`config.mk`:
```
export PLATFORM = sky130hd
export DESIGN_NAME = product_bcd_display
export DESIGN_NICKNAME = d
export VERILOG_FILES = /design/src/rtl/product_bcd_display_pkg.sv /design/src/rtl/product_bcd_display_seg7_decoder.sv /design/src/rtl/product_bcd_display.sv
export SDC_FILE = /design/constraint.sdc
export NUM_CORES = 1
export LEC_CHECK = 0
export ABC_AREA = 0
export CAP_MARGIN = 30
export CORE_MARGIN = 2
export CORE_UTILIZATION = 25
export DETAILED_ROUTE_END_ITERATION = 8
export DONT_BUFFER_PORTS = 1
export GPL_ROUTABILITY_DRIVEN = 0
export PLACE_DENSITY = 0.44
export SETUP_SLACK_MARGIN = 0.05
export SLEW_MARGIN = 20
export SYNTH_ARGS = -nofsm -noshare
export SYNTH_HDL_FRONTEND = slang
export SYNTH_SLANG_ARGS = --single-unit
export TNS_END_PERCENT = 50
```
`constraint.sdc`:
```
create_clock -name clk -period 1.8 [get_ports clk]
set_input_delay 0.18 -clock clk [delete_from_list [all_inputs] [get_ports clk]]
set_output_delay 0.18 -clock clk [all_outputs]
set_load 0.02 [all_outputs]
```
`src/rtl/product_bcd_display_pkg.sv`:
```
// rtl/product_bcd_display_pkg.sv - shared types, sizes and segment patterns for the product BCD display
//
// Contents:
//   state_e   converter FSM encoding (IDLE, SHIFT, DONE)
//   DIGITS    number of displayed decimal digits
//   BCD_W     width of the packed BCD result
//   ITER      number of shift iterations for an 8-bit binary input
//   SEG_*     active-low {g,f,e,d,c,b,a} patterns for 0-9 and blank
//   dd_step   one double-dabble iteration (add-3 correction, then shift left)
package product_bcd_display_pkg;

   typedef enum logic [1:0] {
      ST_IDLE  = 2'd0,
      ST_SHIFT = 2'd1,
      ST_DONE  = 2'd2
   } state_e;

   localparam int DIGITS  = 3;
   localparam int BCD_W   = 12;
   localparam int BIN_W   = 8;
   localparam int SHIFT_W = BCD_W + BIN_W;
   localparam int ITER    = 8;
   localparam int ITER_W  = 4;

   localparam logic [6:0] SEG_0     = 7'h40;
   localparam logic [6:0] SEG_1     = 7'h79;
   localparam logic [6:0] SEG_2     = 7'h24;
   localparam logic [6:0] SEG_3     = 7'h30;
   localparam logic [6:0] SEG_4     = 7'h19;
   localparam logic [6:0] SEG_5     = 7'h12;
   localparam logic [6:0] SEG_6     = 7'h02;
   localparam logic [6:0] SEG_7     = 7'h78;
   localparam logic [6:0] SEG_8     = 7'h00;
   localparam logic [6:0] SEG_9     = 7'h10;
   localparam logic [6:0] SEG_BLANK = 7'h7F;

   // BCD nibbles sit above the binary byte: [19:16] hundreds, [15:12] tens, [11:8] units.
   function automatic logic [SHIFT_W-1:0] dd_step(input logic [SHIFT_W-1:0] v);
      logic [SHIFT_W-1:0] r;
      r = v;
      for (int i = 0; i < DIGITS; i++) begin
         if (r[BIN_W + 4*i +: 4] >= 4'd5) begin
            r[BIN_W + 4*i +: 4] = r[BIN_W + 4*i +: 4] + 4'd3;
         end
      end
      return {r[SHIFT_W-2:0], 1'b0};
   endfunction

endpackage

```
`src/rtl/product_bcd_display_seg7_decoder.sv`:
```
// rtl/product_bcd_display_seg7_decoder.sv - 4-bit nibble to active-low 7-segment pattern
//
// Ports:
//   nibble_i  4-bit value to display
//   seg_o     {g,f,e,d,c,b,a}, active-low; values 10-15 give all segments off
module seg7_decoder
   import product_bcd_display_pkg::*;
(
   input  logic [3:0] nibble_i,
   output logic [6:0] seg_o
);

   always_comb begin
      seg_o = SEG_BLANK;
      case (nibble_i)
         4'd0:    seg_o = SEG_0;
         4'd1:    seg_o = SEG_1;
         4'd2:    seg_o = SEG_2;
         4'd3:    seg_o = SEG_3;
         4'd4:    seg_o = SEG_4;
         4'd5:    seg_o = SEG_5;
         4'd6:    seg_o = SEG_6;
         4'd7:    seg_o = SEG_7;
         4'd8:    seg_o = SEG_8;
         4'd9:    seg_o = SEG_9;
         default: seg_o = SEG_BLANK;
      endcase
   end

endmodule

```
`src/rtl/product_bcd_display.sv`:
```
// rtl/product_bcd_display.sv - 8-bit binary to BCD converter with multiplexed 7-segment display
//
// Parameters:
//   REFRESH_DIV  clock cycles each digit is held active while scanning
// Ports:
//   clk      system clock, rising edge
//   reset_n  synchronous active-low reset
//   start    convert `product`; only looked at while idle
//   product  8-bit unsigned value to convert
//   busy     conversion in progress (SHIFT or DONE)
//   done     one-cycle completion pulse, `bcd` valid in the same cycle
//   bcd      registered result {hundreds, tens, units}
//   seg      active-low segments {g,f,e,d,c,b,a} for the scanned digit
//   an       active-low digit anodes; an[0] units .. an[2] hundreds, an[3] unused
//   dp       decimal point, always off
// Build option:
//   LEADING_ZERO_BLANK_EN  blank leading zero hundreds/tens digits
module product_bcd_display
   import product_bcd_display_pkg::*;
#(
   parameter int REFRESH_DIV = 50000
) (
   input  logic             clk,
   input  logic             reset_n,
   input  logic             start,
   input  logic [BIN_W-1:0] product,
   output logic             busy,
   output logic             done,
   output logic [BCD_W-1:0] bcd,
   output logic [6:0]       seg,
   output logic [3:0]       an,
   output logic             dp
);

   localparam int CNT_W = (REFRESH_DIV > 1) ? $clog2(REFRESH_DIV) : 1;

   state_e               state_q, state_d;
   logic [SHIFT_W-1:0]   sr_q, sr_d;
   logic [ITER_W-1:0]    iter_q, iter_d;
   logic [BCD_W-1:0]     bcd_q, bcd_d;
   logic [CNT_W-1:0]     cnt_q, cnt_d;
   logic [1:0]           dig_q, dig_d;
   logic [3:0]           nibble;
   logic [6:0]           seg_dec;

   always_ff @(posedge clk) begin
      if (!reset_n) begin
         state_q <= ST_IDLE;
         sr_q    <= '0;
         iter_q  <= '0;
         bcd_q   <= '0;
         cnt_q   <= '0;
         dig_q   <= '0;
      end else begin
         state_q <= state_d;
         sr_q    <= sr_d;
         iter_q  <= iter_d;
         bcd_q   <= bcd_d;
         cnt_q   <= cnt_d;
         dig_q   <= dig_d;
      end
   end

   // The SHIFT state spends one extra cycle after the last shift recognising
   // that all iterations are complete, which places done nine edges after start.
   always_comb begin
      state_d = state_q;
      sr_d    = sr_q;
      iter_d  = iter_q;
      bcd_d   = bcd_q;
      case (state_q)
         ST_IDLE: begin
            if (start) begin
               sr_d    = {{BCD_W{1'b0}}, product};
               iter_d  = '0;
               state_d = ST_SHIFT;
            end
         end
         ST_SHIFT: begin
            if (iter_q == ITER_W'(ITER)) begin
               bcd_d   = sr_q[SHIFT_W-1:BIN_W];
               state_d = ST_DONE;
            end else begin
               sr_d   = dd_step(sr_q);
               iter_d = iter_q + 1'b1;
            end
         end
         ST_DONE: begin
            state_d = ST_IDLE;
         end
         default: begin
            state_d = ST_IDLE;
         end
      endcase
   end

   assign busy = (state_q != ST_IDLE);
   assign done = (state_q == ST_DONE);
   assign bcd  = bcd_q;

   // Display scan runs regardless of converter state.
   always_comb begin
      cnt_d = cnt_q + 1'b1;
      dig_d = dig_q;
      if (cnt_q == CNT_W'(REFRESH_DIV - 1)) begin
         cnt_d = '0;
         dig_d = (dig_q == 2'(DIGITS - 1)) ? 2'd0 : dig_q + 2'd1;
      end
   end

   always_comb begin
      nibble = bcd_q[3:0];
      an     = 4'b1110;
      case (dig_q)
         2'd1: begin
            nibble = bcd_q[7:4];
            an     = 4'b1101;
         end
         2'd2: begin
            nibble = bcd_q[11:8];
            an     = 4'b1011;
         end
         default: begin
            nibble = bcd_q[3:0];
            an     = 4'b1110;
         end
      endcase
`ifdef LEADING_ZERO_BLANK_EN
      if (dig_q == 2'd2 && bcd_q[11:8] == 4'd0) begin
         an = 4'b1111;
      end
      if (dig_q == 2'd1 && bcd_q[11:8] == 4'd0 && bcd_q[7:4] == 4'd0) begin
         an = 4'b1111;
      end
`endif
   end

   seg7_decoder u_seg7_decoder (
      .nibble_i (nibble),
      .seg_o    (seg_dec)
   );

   assign seg = seg_dec;
   assign dp  = 1'b1;

endmodule

```
==> out/results.ini, run 1 <==
[run_status]
outcome = complete, but fails checks
violations = setup timing

[cts]
clock_path_buffers = 2
clock_latency_ns = 0.30
numCtsBuffers = 5
clock_sinks = 56
clk_root_buffer_cell = clkbuf_8
cts_tree = built
clk_pin_slew_ns = 0.09
cts_max_level = 2

[floorplanning]
initial_core_util_pct = 25.8
die_x_um = 110
placementRows = 38
die_area_um2 = 12100
die_y_um = 110
io_pins = 37
core-area_um2 = 10900

[worst_setup_path]
worst-path-buf-inv = 5
cp-start-kind = flip-flop
ff2ff_setup_slack_ns = 0.15
cp_slowest_stage_delay_ns = 0.39
cp_max_fo = 6
critical_path.cell_chain = inv_4, ha_4, buf_6, nor2_2, buf_4, a21o_1, buf_4, a32oi_2, buf_4
r2r_end = sr_q[7]
cp.depth = 9
critPathTopFamily = buffers and inverters
cp_slowest_cell = dfxtp_4
cp.arrival_ns = 2.06
reg2reg_depth = 7
path_class = flip-flop to output port
r2r_start = iter_q[0]
crit_start = dig_q[1]
cp-end-kind = output port
cp_common_cell = buf_4
crit_required_ns = 1.62

[job]
drv_cap = 0

[timing]
setup_viol = 7
setup_tns_ns = -2.77
rsz0062_at_grt = true
finalHoldViolations = 0
slew_viol_final = 0
clock_skew_ns = 0.00445
worst_slack_ns = -0.442
max_freq_mhz = 446
min_period_ns = 2.24
post-route-period-util_pct = 125

[synth]
synthDistinctLibCells = 41
synth_edf_count = 0
yosysSeqAreaShare_pct = 40.0
synth_warnings = 0
synth.avg_cell_area_um2 = 8.27
synth_ff_type = dfxtp_1
syn_inst = 339
ys_seq_elements = 56
synthArstFlopShare_pct = 0
synth_area_um2 = 2800

[hold_path]
hold_path_startpoint = reset_n
whs_path_depth = 1
hold_class = input pin to flip-flop
hold_end = sr_q[18]

[layout]
layout.nets = 412
syn2layout_area_growth_pct = 28.5
layout_commonest_cell = nand2_1
final_cell_mix = nand2_1 (55), dfxtp_1 (52), buf_4 (49)
antenna_cells = 0
final_cells = 525
fillers = 1134
drive_gt1_share_pct = 25.5

[grt]
grt_usage_pct = 12.1
antenna_found_initial = 0
grt_pass1_vias = 2373
grt_max_degree = 24
grt_pass1_wl_mm = 11.5
grt-ovfl-total = 0

[route]
firstDrtPassIters = 5
via_count = 2377
wire_per_inst_um = 13.4
wl_mm = 7.04
drc = 0
vias_per_cell = 4.53
ant_nets = 0
drt_iter0_drc = 88

[place]
dp_hpwl_mm = 5.10
portBuffers = 0
dp_cells = 511

[pwr]
peakVddDrop_v = 0.000308
p_total_mw = 2.22
p_leak_nw = 1.40
pwr_density_cell_nw_per_um2 = 615

## through the flow
step           setup WS [ns]  cell area (µm²)  hold slack (ns)  utilization, %
2_1_floorplan         -0.138             2870            0.302               -
4_1_cts               -0.436             3520          0.00371            32.3
5_1_grt               -0.529             3600          0.00254            33.1
3_5_place_dp          -0.166             3310            0.313            30.4
3_3_place_gp          -0.140             3310            0.305            30.4
6_report              -0.442             3600           0.0212            33.1
## layout make-up
cell class                      instances  area, µm²  share of cell area [%]
Clock buffer                            7       96.3                    2.67
Inverter                               16       65.1                    1.81
Multi-Input combinational cell        251       1690                    47.0
Sequential cell                        56       1130                    31.4
Tap cell                              140        175                    4.86
Timing Repair Buffer                   55        443                    12.3
## cell usage after synthesis, types with 5 or more instances
cell	n	area (µm²)
a21o_1	5	37.5
a21oi_1	29	145
a311oi_1	5	43.8
and3_1	6	37.5
and4_1	5	43.8
buf_2	7	35.0
clkbuf_1	5	18.8
dfxtp_1	56	1120
ha_1	16	200
inv_1	15	56.3
nand2_1	56	210
nand3_1	7	35.0
nor2_1	45	169
nor3_1	5	25.0
o21ai_0	5	25.0
xnor2_1	9	78.8
xor2_1	12	105
## per-layer routing
metal / up-vias / wire [µm] / part of all wire (%) / GRT usage, %
li1: 1232 / - / - / -
met1: 1117 / 3310 / 47 / 14.4
met2: 19 / 3500 / 50 / 21.4
met3: 9 / 135 / 1.9 / 3.26
met4: 0 / 98 / 1.4 / 2.89
met5: - / 0 / 0 / 0
## repair_timing
action / in CTS / in global routing
gates resized for setup: 16 / 16
endpoints found under the hold margin: 4 / 0
buffers inserted: 3 / 3
pin swaps: 9 / 5
hold buffers: 1 / 0
setup endpoints to repair: 7 / 27
## state kept, by name, summed over array words and instances (netlist names)
register / cells
bcd: 12
cnt_q: 16
dig_q: 2
iter_q: 4
sr_q: 20
state_q: 2
## power breakdown
| part | total [mW] | switching, mW | leakage [nW] | internal, mW |
|---|---|---|---|---|
| clock | 0.732 | 0.389 | 0.0503 | 0.344 |
| combinational | 0.199 | 0.118 | 0.893 | 0.0811 |
| sequential | 1.28 | 0.0200 | 0.457 | 1.26 |
## worst max path at each step
| stage | to | slack, ns |
|---|---|---|
| 3_3_place_gp | seg[6] | -0.14 |
| 4_1_cts | seg[6] | -0.44 |
| 6_report | seg[5] | -0.44 |
| 3_5_place_dp | seg[6] | -0.17 |
| 2_1_floorplan | seg[6] | -0.14 |
| 5_1_grt | seg[6] | -0.53 |
## worst register-to-register path, stage by stage (launching register included)
cell	delay, ns
dfxtp_1	0.34
inv_1	0.05
ha_1	0.19
and3b_2	0.25
o21ai_4	0.27
buf_12	0.18
nor2_1	0.05
a311oi_2	0.24
## kinds of logic (layout without fill, tap and decap cells)
| family | Yosys count | after routing | share of synthesized area [%] |
|---|---|---|---|
| DFF | 56 | 56 | 40.0 |
| buffers and inverters | 33 | 78 | 5.67 |
| muxes | 5 | 5 | 1.87 |
| xor gates and xnor gates | 21 | 21 | 6.56 |
| AOI/OAI and AO/OA | 64 | 64 | 15.3 |
| and+or+nand+nor | 143 | 143 | 23.3 |
| other | 1 | 2 | 0.134 |
| adders and majority gates | 16 | 16 | 7.14 |
Power figures use the tool's default switching activity.
==> run 2: changes to the inputs <==
--- a/config.mk
+++ b/config.mk
@@ -12,7 +12,6 @@
 export DETAILED_ROUTE_END_ITERATION = 8
 export DONT_BUFFER_PORTS = 1
 export GPL_ROUTABILITY_DRIVEN = 0
-export PLACE_DENSITY = 0.44
 export SETUP_SLACK_MARGIN = 0.05
 export SLEW_MARGIN = 20
 export SYNTH_ARGS = -nofsm -noshare
==> out/results.ini, run 2 (same netlist as run 1, synthesis figures left out) <==
[cts]
cts_max_level = 2  ; unchanged
numCtsBuffers = 5  ; unchanged
clock_path_buffers = 2  ; unchanged
clk_root_buffer_cell = clkbuf_8  ; unchanged
cts_tree = built  ; unchanged
clock_sinks = 56  ; unchanged
clk_pin_slew_ns = 0.11  ; was 0.09 ns
clock_latency_ns = 0.31  ; was 0.30 ns

[place]
portBuffers = 0  ; unchanged
dp_hpwl_mm = 4.77  ; was 5.10 mm
postPlaceCellArea_um2 = 3290  ; was 3310 µm²
dp_cells = 508  ; was 511

[route]
drc = 0  ; unchanged
wl_mm = 6.41  ; was 7.04 mm
ant_nets = 0  ; unchanged
via_count = 2389  ; was 2377
wire_per_inst_um = 12.3  ; was 13.4 µm
vias_per_cell = 4.59  ; was 4.53
firstDrtPassIters = 4  ; was 5
drt_iter0_drc = 132  ; was 88

[worst_setup_path]
r2r_end = sr_q[19]  ; was sr_q[7]
cp-end-kind = output port  ; unchanged
ff2ff_setup_slack_ns = 0.16  ; was 0.15 ns
r2r_start = iter_q[0]  ; unchanged
cp_max_fo = 6  ; unchanged
crit_required_ns = 1.62  ; about the same
reg2reg_depth = 7  ; unchanged
path_class = flip-flop to output port  ; unchanged
setup.worst_path.end = seg[1]  ; was seg[5]
cp.arrival_ns = 2.07  ; was 2.06 ns
cp-start-kind = flip-flop  ; unchanged
crit_start = dig_q[1]  ; unchanged

[layout]
largest_reg_flops = 20  ; unchanged
layout.nets = 406  ; was 412
multi_input_area_um2 = 1650  ; was 1690 µm²
layout_commonest_cell = nand2_1  ; unchanged
syn2layout_area_growth_pct = 25.5  ; was 28.5%
fillers = 1107  ; was 1134
final_cells = 520  ; was 525
drive_gt1_share_pct = 23.4  ; was 25.5%
final_area_um2 = 3520  ; was 3600 µm²
top_register = sr_q  ; unchanged
final_cell_mix = nand2_1 (54), dfxtp_1 (51), buf_4 (47)  ; was nand2_1 (55), dfxtp_1 (52), buf_4 (49)
regArea_um2 = 1130  ; about the same
antenna_cells = 0  ; unchanged

[floorplanning]
io_pins = 37  ; unchanged
die_y_um = 110  ; unchanged
placementRows = 38  ; unchanged
die_area_um2 = 12100  ; unchanged
initial_core_util_pct = 25.8  ; unchanged
core-area_um2 = 10900  ; unchanged
die_x_um = 110  ; unchanged

[grt]
grt_max_degree = 29  ; was 24
grt_usage_pct = 11.1  ; was 12.1%
antenna_found_initial = 0  ; unchanged
grt_pass1_wl_mm = 10.6  ; was 11.5 mm
grt_pass1_vias = 2235  ; was 2373
grt-ovfl-total = 0  ; unchanged

[timing]
setup_viol = 7  ; unchanged
rsz0062_at_grt = true  ; unchanged
min_period_ns = 2.25  ; was 2.24 ns
worst_slack_ns = -0.455  ; was -0.442 ns
whs_ns = 0.0228  ; was 0.0212 ns
finalHoldViolations = 0  ; unchanged
slew_viol_final = 0  ; unchanged
setup_tns_ns = -2.84  ; was -2.77 ns
clock_skew_ns = 0.00955  ; was 0.00445 ns
post-route-period-util_pct = 125  ; about the same
max_freq_mhz = 443  ; was 446 MHz

[run_status]
outcome = complete, but fails checks  ; unchanged
violations = setup timing  ; unchanged

[hold_path]
hold_class = input pin to flip-flop  ; unchanged

[pwr]
p_total_mw = 2.31  ; was 2.22 mW
pwr_density_cell_nw_per_um2 = 656  ; was 615 nW/µm²
p_leak_nw = 1.37  ; was 1.40 nW
peakVddDrop_v = 0.000321  ; was 0.000308 V

[job]
drv_cap = 0  ; unchanged

[run 2: changes by cell type in the layout (fill, tap and decap cells not counted), sizes merged]
cell,previous run,this run
bufinv,0,1
clkinvlp,0,1
buf,54,48
clkbuf,7,5
inv,15,16
[run 2: where the power goes]
part / switching, mW / total (mW) / internal, mW
clock: 0.424 / 0.843 / 0.420
combinational: 0.111 / 0.180 / 0.0694
sequential: 0.0201 / 1.29 / 1.27
[run 2: routing by layer]
layer  wire length (µm)  part of all wire (%)  track usage, %  vias to the layer above
li1                   -                     -               -                     1219
met1               2870                    45            13.7                     1143
met2               3290                    51            19.2                       22
met3                203                   3.2            2.25                        5
met4                 42                  0.66            3.25                        0
met5                  0                     0               0                        -
[run 2: worst min-delay path by stage]
stage / to / slack, ns / depth (start not counted) / from
2_1_floorplan: state_q[0] / 0.30 / 1 / reset_n
3_3_place_gp: state_q[0] / 0.31 / 1 / reset_n
3_5_place_dp: state_q[0] / 0.31 / 1 / reset_n
4_1_cts: sr_q[5] / 0.01 / 2 / product[5]
5_1_grt: sr_q[5] / 0.006 / 2 / product[5]
6_report: sr_q[4] / 0.02 / 2 / product[4]
[run 2: metrics by stage]
stage                     worst slack, ns  util, %
after floorplan                    -0.138        -
after global placement             -0.124     30.2
after detailed placement           -0.177     30.2
after CTS                          -0.435     31.8
after global routing               -0.534     32.3
final                              -0.455     32.3
[run 2: layout make-up]
cell class	instances	area share, %
Multi-Input combinational cell	251	46.9
Inverter	16	1.85
Clock inverter	3	1.32
Timing Repair Buffer	49	10.9
Sequential cell	56	32.2
Tap cell	140	4.98
Clock buffer	5	1.96
[run 2: critical path, stage by stage (launching register included)]
cell     delay, ns
dfxtp_4       0.40
inv_4         0.05
ha_4          0.32
nor2_1        0.05
a21o_1        0.17
buf_4         0.13
buf_4         0.14
ha_4          0.23
o21ai_1       0.11
buf_4         0.15
[run 2: timing repair]
action	4_1_cts	5_1_grt
gates resized for setup	12	10
setup buffers	1	2
endpoints found under the hold margin	5	0
pin swaps	7	7
hold buffers	1	0
endpoints found under the setup margin	7	27
gates cloned	0	0
